### config.mk
export PLATFORM = sky130hd
export DESIGN_NAME = sprite_pixel_fetch_flat
export DESIGN_NICKNAME = d
export VERILOG_FILES = /design/src/rtl/sprite_pixel_fetch_if.sv /design/src/rtl/sprite_pixel_fetch.sv /design/src/flat_wrapper.sv
export SDC_FILE = /design/constraint.sdc
export NUM_CORES = 1
export LEC_CHECK = 0
export ABC_AREA = 0
export BUFFER_PORTS_ARGS = -buffer_cell sky130_fd_sc_hd__buf_2
export CAP_MARGIN = 25
export CORE_MARGIN = 2
export CORE_UTILIZATION = 55
export CTS_CLUSTER_SIZE = 30
export DETAILED_ROUTE_END_ITERATION = 6
export GPL_ROUTABILITY_DRIVEN = 0
export HOLD_SLACK_MARGIN = 0.02
export PLACE_DENSITY = 0.81
export SYNTH_ARGS = -nofsm -noshare
export SYNTH_HDL_FRONTEND = slang
export SYNTH_SLANG_ARGS = --single-unit
### constraint.sdc
create_clock -name clk -period 3.5 [get_ports clk]
set_input_delay 0.175 -clock clk [delete_from_list [all_inputs] [get_ports clk]]
set_output_delay 0.175 -clock clk [all_outputs]
set_load 0.02 [all_outputs]
### src/rtl/sprite_pixel_fetch_if.sv
// Pixel-scan, ROM and decoder-facing signals of the sprite pixel fetch stage.
// master = scan timing / ROM side, slave = sprite_pixel_fetch.
interface sprite_pixel_fetch_if #(
  parameter int CNT_W  = 10,
  parameter int ADDR_W = 10
);
  logic              pix_en;
  logic [CNT_W-1:0]  h_cnt;
  logic [CNT_W-1:0]  v_cnt;
  logic              frame_start;
  logic [CNT_W-1:0]  pos_x_in;
  logic [CNT_W-1:0]  pos_y_in;
  logic              flip_in;
  logic              is_b_in;
  logic              flash_trig;
  logic [ADDR_W-1:0] rom_addr;
  logic [3:0]        rom_data;
  logic [3:0]        color_index;
  logic              is_b;
  logic              opaque;
  logic              flash_active;

  modport master (
    output pix_en, h_cnt, v_cnt, frame_start, pos_x_in, pos_y_in,
           flip_in, is_b_in, flash_trig, rom_data,
    input  rom_addr, color_index, is_b, opaque, flash_active
  );

  modport slave (
    input  pix_en, h_cnt, v_cnt, frame_start, pos_x_in, pos_y_in,
           flip_in, is_b_in, flash_trig, rom_data,
    output rom_addr, color_index, is_b, opaque, flash_active
  );
endinterface

### src/rtl/sprite_pixel_fetch.sv
// Sprite hit test, ROM address generation, palette capture and blue-flash FSM.
// Optional macro SPRITE_SCALE2X_EN: display the sprite at 2x scale.
module sprite_pixel_fetch #(
  parameter int SPR_W        = 32,
  parameter int SPR_H        = 32,
  parameter int ADDR_W       = 10,
  parameter int CNT_W        = 10,
  parameter int FLASH_FRAMES = 8
) (
  input  logic                 clk,
  input  logic                 rst_n,
  sprite_pixel_fetch_if.slave  bus
);
  localparam int XW = $clog2(SPR_W);
  localparam int EW = CNT_W + 1;
  localparam int CW = $clog2(FLASH_FRAMES + 1);
`ifdef SPRITE_SCALE2X_EN
  localparam int SC = 1;
`else
  localparam int SC = 0;
`endif
  localparam logic [EW-1:0] BOX_W = EW'(SPR_W << SC);
  localparam logic [EW-1:0] BOX_H = EW'(SPR_H << SC);

  typedef enum logic [0:0] {F_IDLE = 1'b0, F_FLASH = 1'b1} flash_e;

  logic [CNT_W-1:0]  sx_q, sy_q;
  logic              flip_q, shadow_b_q, shadow_valid_q;
  flash_e            state_q;
  logic [CW-1:0]     cnt_q;
  logic              phase_q, flash_active_q;
  logic [ADDR_W-1:0] addr_q;
  logic              hit0_q, hit1_q;
  logic [3:0]        data1_q, color_q;
  logic              is_b_q, opaque_q;

  logic [EW-1:0]     h_s, v_s, sx_s, sy_s, col_s, row_s;
  logic [XW-1:0]     src_col_s;
  logic              hit_s;
  logic [ADDR_W-1:0] addr_d;

  // Stage 0: bounding-box test and ROM address, all in CNT_W+1 bits to avoid edge wrap
  always_comb begin
    h_s       = {1'b0, bus.h_cnt};
    v_s       = {1'b0, bus.v_cnt};
    sx_s      = {1'b0, sx_q};
    sy_s      = {1'b0, sy_q};
    col_s     = h_s - sx_s;
    row_s     = v_s - sy_s;
    hit_s     = shadow_valid_q & (h_s >= sx_s) & (h_s < sx_s + BOX_W)
                               & (v_s >= sy_s) & (v_s < sy_s + BOX_H);
    src_col_s = XW'(col_s >> SC);
    // SPR_W is a power of two, so SPR_W-1-col is the bitwise complement
    src_col_s = flip_q ? ~src_col_s : src_col_s;
    addr_d    = (ADDR_W'(row_s >> SC) << XW) | ADDR_W'(src_col_s);
  end

  // Shadow copy of the sprite attributes, latched once per frame
  always_ff @(posedge clk or negedge rst_n) begin
    if (!rst_n) begin
      sx_q           <= '0;
      sy_q           <= '0;
      flip_q         <= 1'b0;
      shadow_b_q     <= 1'b0;
      shadow_valid_q <= 1'b0;
    end else if (bus.frame_start) begin
      sx_q           <= bus.pos_x_in;
      sy_q           <= bus.pos_y_in;
      flip_q         <= bus.flip_in;
      shadow_b_q     <= bus.is_b_in;
      shadow_valid_q <= 1'b1;
    end
  end

  // Blue-flash FSM; a trigger always wins over a coincident frame_start
  always_ff @(posedge clk or negedge rst_n) begin
    if (!rst_n) begin
      state_q        <= F_IDLE;
      cnt_q          <= '0;
      phase_q        <= 1'b0;
      flash_active_q <= 1'b0;
    end else if (bus.flash_trig) begin
      state_q        <= F_FLASH;
      cnt_q          <= CW'(FLASH_FRAMES);
      phase_q        <= (state_q == F_IDLE) | bus.frame_start | phase_q;
      flash_active_q <= 1'b1;
    end else if (bus.frame_start) begin
      case (state_q)
        F_FLASH: begin
          if (cnt_q == CW'(1)) begin
            state_q        <= F_IDLE;
            cnt_q          <= '0;
            phase_q        <= 1'b0;
            flash_active_q <= 1'b0;
          end else begin
            cnt_q          <= cnt_q - CW'(1);
            phase_q        <= ~phase_q;
            flash_active_q <= 1'b1;
          end
        end
        default: begin
          state_q        <= F_IDLE;
          cnt_q          <= '0;
          phase_q        <= 1'b0;
          flash_active_q <= 1'b0;
        end
      endcase
    end
  end

  // Three-tick pixel pipeline; ROM data is captured at stage 1 because pix_en
  // ticks are spaced at least two clocks apart and the ROM answers in one
  always_ff @(posedge clk or negedge rst_n) begin
    if (!rst_n) begin
      addr_q   <= '0;
      hit0_q   <= 1'b0;
      hit1_q   <= 1'b0;
      data1_q  <= 4'h0;
      color_q  <= 4'h0;
      is_b_q   <= 1'b0;
      opaque_q <= 1'b0;
    end else if (bus.pix_en) begin
      hit0_q   <= hit_s;
      addr_q   <= hit_s ? addr_d : addr_q;
      hit1_q   <= hit0_q;
      data1_q  <= bus.rom_data;
      color_q  <= hit1_q ? data1_q : 4'h0;
      opaque_q <= hit1_q & (data1_q != 4'h0);
      is_b_q   <= hit1_q & (shadow_b_q | phase_q);
    end
  end

  assign bus.rom_addr     = addr_q;
  assign bus.color_index  = color_q;
  assign bus.is_b         = is_b_q;
  assign bus.opaque       = opaque_q;
  assign bus.flash_active = flash_active_q;
endmodule

### src/flat_wrapper.sv
// flat-port wrapper written by rule: the top's interface ports become plain ports
module sprite_pixel_fetch_flat 
#(
  parameter int SPR_W        = 32,
  parameter int SPR_H        = 32,
  parameter int ADDR_W       = 10,
  parameter int CNT_W        = 10,
  parameter int FLASH_FRAMES = 8
)
  (clk, rst_n, bus_pix_en, bus_h_cnt, bus_v_cnt, bus_frame_start, bus_pos_x_in, bus_pos_y_in, bus_flip_in, bus_is_b_in, bus_flash_trig, bus_rom_data, bus_rom_addr, bus_color_index, bus_is_b, bus_opaque, bus_flash_active);
  sprite_pixel_fetch_if #(.CNT_W(CNT_W), .ADDR_W(ADDR_W)) bus_i ();
  input  logic clk;
  input  logic rst_n;
  input wire logic [$bits(bus_i.pix_en)-1:0] bus_pix_en;
  input wire logic [$bits(bus_i.h_cnt)-1:0] bus_h_cnt;
  input wire logic [$bits(bus_i.v_cnt)-1:0] bus_v_cnt;
  input wire logic [$bits(bus_i.frame_start)-1:0] bus_frame_start;
  input wire logic [$bits(bus_i.pos_x_in)-1:0] bus_pos_x_in;
  input wire logic [$bits(bus_i.pos_y_in)-1:0] bus_pos_y_in;
  input wire logic [$bits(bus_i.flip_in)-1:0] bus_flip_in;
  input wire logic [$bits(bus_i.is_b_in)-1:0] bus_is_b_in;
  input wire logic [$bits(bus_i.flash_trig)-1:0] bus_flash_trig;
  input wire logic [$bits(bus_i.rom_data)-1:0] bus_rom_data;
  output wire logic [$bits(bus_i.rom_addr)-1:0] bus_rom_addr;
  output wire logic [$bits(bus_i.color_index)-1:0] bus_color_index;
  output wire logic [$bits(bus_i.is_b)-1:0] bus_is_b;
  output wire logic [$bits(bus_i.opaque)-1:0] bus_opaque;
  output wire logic [$bits(bus_i.flash_active)-1:0] bus_flash_active;
  assign bus_i.pix_en = bus_pix_en;
  assign bus_i.h_cnt = bus_h_cnt;
  assign bus_i.v_cnt = bus_v_cnt;
  assign bus_i.frame_start = bus_frame_start;
  assign bus_i.pos_x_in = bus_pos_x_in;
  assign bus_i.pos_y_in = bus_pos_y_in;
  assign bus_i.flip_in = bus_flip_in;
  assign bus_i.is_b_in = bus_is_b_in;
  assign bus_i.flash_trig = bus_flash_trig;
  assign bus_i.rom_data = bus_rom_data;
  assign bus_rom_addr = bus_i.rom_addr;
  assign bus_color_index = bus_i.color_index;
  assign bus_is_b = bus_i.is_b;
  assign bus_opaque = bus_i.opaque;
  assign bus_flash_active = bus_i.flash_active;
  sprite_pixel_fetch #(.SPR_W(SPR_W), .SPR_H(SPR_H), .ADDR_W(ADDR_W), .CNT_W(CNT_W), .FLASH_FRAMES(FLASH_FRAMES)) u_core (.clk(clk), .rst_n(rst_n), .bus(bus_i));
endmodule
# ---- Yosys cells after proc, flatten, opt, wreduce, memory -nomap -nowiden
# Index checks and enable logic that the tools add are counted.
dict set report totals {
  register_bits 51
  input_bits 51
  output_inout_bits 17
  wordCells 55
}
dict set report op_classes {
  add_sub_neg 5
  magnitude_cmp 4
  n_eq_ne 1
  mux 14
  bitwise_logic 13
  n_reduce_logical 3
}
# op n
set op_table {}
lappend op_table {{adder 10 x 6 -> 11 bit (second input constant)} 2}
lappend op_table {{less-than comparator 10 x 11 -> 1 bit} 2}
lappend op_table {{greater-or-equal comparator 10 bit} 2}
lappend op_table {{2-to-1 mux 4 bit} 5}
lappend op_table {{bitwise OR 10 x 5 -> 10 bit} 1}
lappend op_table {{subtractor 5 bit} 2}
lappend op_table {{2-to-1 mux 1 bit} 8}
lappend op_table {{bitwise AND 1 bit} 6}
lappend op_table {{2-to-1 mux 5 bit} 1}
lappend op_table {{NOT 5 bit} 1}
lappend op_table {{== test 4 x 1 -> 1 bit (second input constant)} 1}
lappend op_table {{nonzero test 4 bit} 1}
lappend op_table {{subtractor 4 x 1 -> 4 bit (second input constant)} 1}
lappend op_table {{bitwise OR 1 bit} 3}
lappend op_table {{NOT 1 bit} 2}
lappend op_table {{AND reduction 2 bit} 1}
lappend op_table {{nonzero test 2 bit} 1}

# ---- Logic depth before layout (Yosys ltp)
dict set report logic_depth {
  depth_word 6
  mapped_depth 10
  mapped_depth_nobuf 9
}

# ---- Least setup slack after synthesis
# OpenSTA, ideal clock, no wires.
dict set report synth_path {
  path_type {reg-to-reg}
  startpoint {reg u_core.sx_q[5]}
  endpoint {reg u_core.addr_q[1], in the netlist u_core.bus.rom_addr[1]}
  setup_ns 0.125
  arrival_ns 2.302
  setup_slack_ns 1.073
  path_stages_with_launch 11
  synth_period_minus_slack_ns 2.427
  path_cell_list {dfrtp_1 -> ha_1 -> nand3_1 -> xnor2_1 -> ha_1 -> a21oi_1 -> nand2_1 -> a2111oi_2 -> o2111ai_1 -> buf_6 -> mux2_4}
}
dict set report synth_via {
  elab_chain_cells 6
}
# item line_no
set synth_lines {}
lappend synth_lines {{start, declared} sprite_pixel_fetch.sv:27} ;# logic [CNT_W-1:0] sx_q, sy_q;
lappend synth_lines {{start signal, assigned} sprite_pixel_fetch.sv:67} ;# sx_q <= bus.pos_x_in;
lappend synth_lines {{adder 10 x 6 -> 11 bit / greater-or-equal comparator 10 bit (equally long branches)} sprite_pixel_fetch.sv:50} ;# hit_s = shadow_valid_q & (h_s >= sx_s) & (h_s < sx_s + BOX_W)
lappend synth_lines {{less-than comparator 10 x 11 -> 1 bit / bitwise AND 1 bit (equally long branches)} sprite_pixel_fetch.sv:50}
lappend synth_lines {{bitwise AND 1 bit *} sprite_pixel_fetch.sv:50}
lappend synth_lines {{bitwise AND 1 bit * (2 in a row)} sprite_pixel_fetch.sv:51} ;# & (v_s >= sy_s) & (v_s < sy_s + BOX_H);
lappend synth_lines {{AND reduction 2 bit (no line) *} n/a}
lappend synth_lines {{end signal, assigned} sprite_pixel_fetch.sv:124} ;# addr_q <= hit_s ? addr_d : addr_q;
lappend synth_lines {{end, declared} sprite_pixel_fetch.sv:32} ;# logic [ADDR_W-1:0] addr_q;
# Mark *: on every way between the ends. The rest lies on a longest branch, timed or not.
# A chain may end at the register's enable or synchronous reset.

# ---- Final worst setup path
# Ends and elaborated chain as after synthesis.

==> impl_metrics.toml <==
[pwr]
peakVddDrop_mv = 0.268
power_frac_comb = 0.333
power_leakage_uw = 0.00182
clock_power_share = 0.213
internal_power_uw = 1100
pwr-share-seq = 0.454
sw_frac_of_total = 0.332
p_sw_uw = 549
powerDensity_nw_per_um2 = 463

[cells_and_area]
drive_above_1_share = 0.253
fin_util = 0.656
n_antenna_cell = 0
nets = 465
area_delta_synth_final_pct = 16.9
fillers = 459

[clock_network]
root_buffer = "clkbuf_8"
cts-htree-levels = 2
clock_latency_ns = 0.30
cts.reportedPaths.clkPinSlew_ns = 0.09
cts_setup_buffers = 0
cts_tree = "done"
cts_resized = 0
cts-buffers-inserted = 5
cts_sinks = 51
clockBufferDepth = 2

[die]
core_um2 = 5440
ios = 68
num_rows = 27
die_h_um = 78.5
start_util = 0.562
fp.dieArea_um2 = 6170
die_width_um = 78.5

[synth]
ys_seq_elements = 51
yosys-top-cells-count = "51 x dfrtp_1, 39 x inv_1, 36 x o21ai_0, 34 x ha_1, 30 x nand2_1"
synthArstFlopShare = 1.00
synth_nets = 397
synth_top_area_cell = "dfrtp_1"
synth_flop_cell = "dfrtp_1"
synth_area_um2 = 3050
synth-edff-count = 0
yosysMostFrequentCell = "dfrtp_1"
avgSynthCellArea_um2 = 9.85
yosysSeqAreaShare = 0.418
synth.top_cell.area_share = 0.418
synth_warnings = 0
ys_types = 39
ys_top_cells_by_area = "dfrtp_1 42%, ha_1 14%, o21ai_0 5.9%"
synthCells = 310

[placed_design]
dp.final_hpwl_mm = 4.84
portBuffers = 67

[critical_path]
crit_slowest_cell = "dfrtp_1"
rrSetupSlack_ns = 0.86
worst-path-buf-inv = 1
worstSetupStartpointType = "flip-flop"
crit_top_cell = "ha_1"
r2r_start = "u_core.sx_q[5]"
r2r_end = "u_core.bus.rom_addr[1]"
arrival_ns = 2.82
crit_family = "compound AO/OA/AOI/OAI gates"
crit_chain = "ha_1, nand3_1, xnor2_1, ha_1, a21oi_1, nand2_1, a2111oi_2, o2111ai_1, buf_4, mux2_4"
reg2reg_depth = 10
cp_max_fo = 11
end_kind = "flip-flop"
criticalPathCategory = "reg2reg"
cp_slowest_stage_delay_ns = 0.42
critPathRequiredTime_ns = 3.69

[global_route]
grt_pass1_wl_mm = 10.7
grt_antenna_before_repair = 0
grt_max_degree = 50
groute.usage.overall = 0.216
overflow = 0
grt_pass1_vias = 2428

[timing]
fin_worst_skew_ns = 0.00624
slew_viol_final = 0
hold_violations = 0
min_period_over_period = 0.753
fmax_mhz = 379
max_slew_margin = 0.497
setup_viol_count_final = 0
period_needed_ns = 2.64
fin_tns_setup_ns = 0
rsz0062_at_grt = "false"
worst_slew_pin_slew_ns = 0.754

[hold_path]
holdCritStartpoint = "bus_pos_y_in[9]"
hp-class = "in2reg"
whs_path_depth = 3
holdPathEnd = "u_core.sy_q[9]"

[detailed_routing]
drtPass1Iterations = 4
drtAntennaViolNets = 0
vias = 2390
wl_per_cell_um = 13.5
drt_iter0_markers = 123
vias_per_cell = 5.30
wl_mm = 6.11
drc = 0

[flow_run]
maxCapViolCount = 0

[outcome]
status = "complete, no violations"
-- state kept, by name (all words and copies together), names as in the netlist --
name                     cells
u_core.bus.color_index       4
u_core.bus.flash_active      1
u_core.bus.is_b              1
u_core.bus.opaque            1
u_core.bus.rom_addr         10
u_core.cnt_q                 4
u_core.data1_q               4
u_core.flip_q                1
u_core.hit0_q                1
u_core.hit1_q                1
u_core.phase_q               1
u_core.shadow_b_q            1
u_core.shadow_valid_q        1
u_core.sx_q                 10
u_core.sy_q                 10
-- what timing repair did --
| action | 4_1_cts | 5_1_grt |
|---|---|---|
| endpoints found under the hold margin | 23 | 0 |
| setup endpoints to repair | 0 | 0 |
| hold buffers | 1 | 0 |
-- final cells by class --
type,count,area (um2),area share
multi-input combinational,211,1590,0.445
sequential,51,1280,0.358
timing repair buffer,70,373,0.104
inverter,39,146,0.0410
tap,72,90.1,0.0252
clock buffer,7,86.3,0.0242
clock inverter,1,8.76,0.00245
-- cell usage in the layout, fill, tap and decap left out, types with 7 or more instances in the layout --
| cell | instances |
|---|---|
| buf_2 | 67 |
| dfrtp_1 | 51 |
| inv_1 | 39 |
| o21ai_0 | 36 |
| ha_1 | 34 |
| nand2_1 | 30 |
| nand3_1 | 14 |
| xnor2_1 | 14 |
| a21oi_1 | 14 |
| mux2_2 | 10 |
| nor2_1 | 10 |
| mux2_4 | 7 |
-- worst register-to-register path, stage by stage, from the launching register on --
cell and delay, ns:
dfrtp_1 0.42, ha_1 0.21, nand3_1 0.11, xnor2_1 0.20, ha_1 0.29, a21oi_1 0.16
nand2_1 0.08, a2111oi_2 0.34, o2111ai_1 0.18, buf_4 0.23, mux2_4 0.31
-- power by group through the flow --
stage | sequential [uW] | combinational, uW | clock, uW
after floorplan | 824 | 308 | 0
after global placement | 756 | 529 | 0
after detailed placement | 764 | 552 | 0
after CTS | 752 | 555 | 359
after global routing | 764 | 618 | 386
final | 750 | 551 | 352
-- kinds of logic after synthesis --
kind of cell             Yosys count  synth area share
multiplexers                      20            0.0811
XOR/XNOR                          16            0.0459
AND/OR/NAND/NOR                   70             0.107
flip-flops                        51             0.418
adder cells (fa/ha/maj)           36             0.152
AO/OA/AOI/OAI                     69             0.134
buffers and inverters             48            0.0619
-- stage by stage --
stage               hold WS [ns]  cell area (um2)  setup WS (ns)  std cells  power (uW)
finish                    0.0778             3570          0.865        451        1650
global route              0.0835             3570          0.730        451        1770
CTS                       0.0718             3570          0.868        451        1670
detailed placement         0.195             3460          0.885        442        1320
global placement           0.384             3440          0.988        441        1280
floorplan                 -0.121             3050           1.07        310        1130
-- worst max path at each step --
stage | cells after the start | end | from | slack (ns)
2_1_floorplan | 10 | u_core.bus.rom_addr[1] | u_core.sx_q[5] | 1.07
6_report | 10 | u_core.bus.rom_addr[1] | u_core.sx_q[5] | 0.86
4_1_cts | 10 | u_core.bus.rom_addr[7] | u_core.sx_q[5] | 0.87
3_3_place_gp | 10 | u_core.bus.rom_addr[4] | u_core.sx_q[5] | 0.99
3_5_place_dp | 10 | u_core.bus.rom_addr[7] | u_core.sx_q[5] | 0.89
5_1_grt | 10 | u_core.bus.rom_addr[4] | u_core.sx_q[5] | 0.73
-- metal layers --
| metal | vias up | global-route usage | part of all wire |
|---|---|---|---|
| li1 | 1204 | - | - |
| met3 | 4 | 0.0322 | 0.034 |
| met2 | 42 | 0.376 | 0.50 |
| met5 | - | 0 | 0 |
| met1 | 1140 | 0.287 | 0.46 |
| met4 | 0 | 0.0439 | 0.0061 |
No activity file was read; power rests on OpenSTA's default activity.
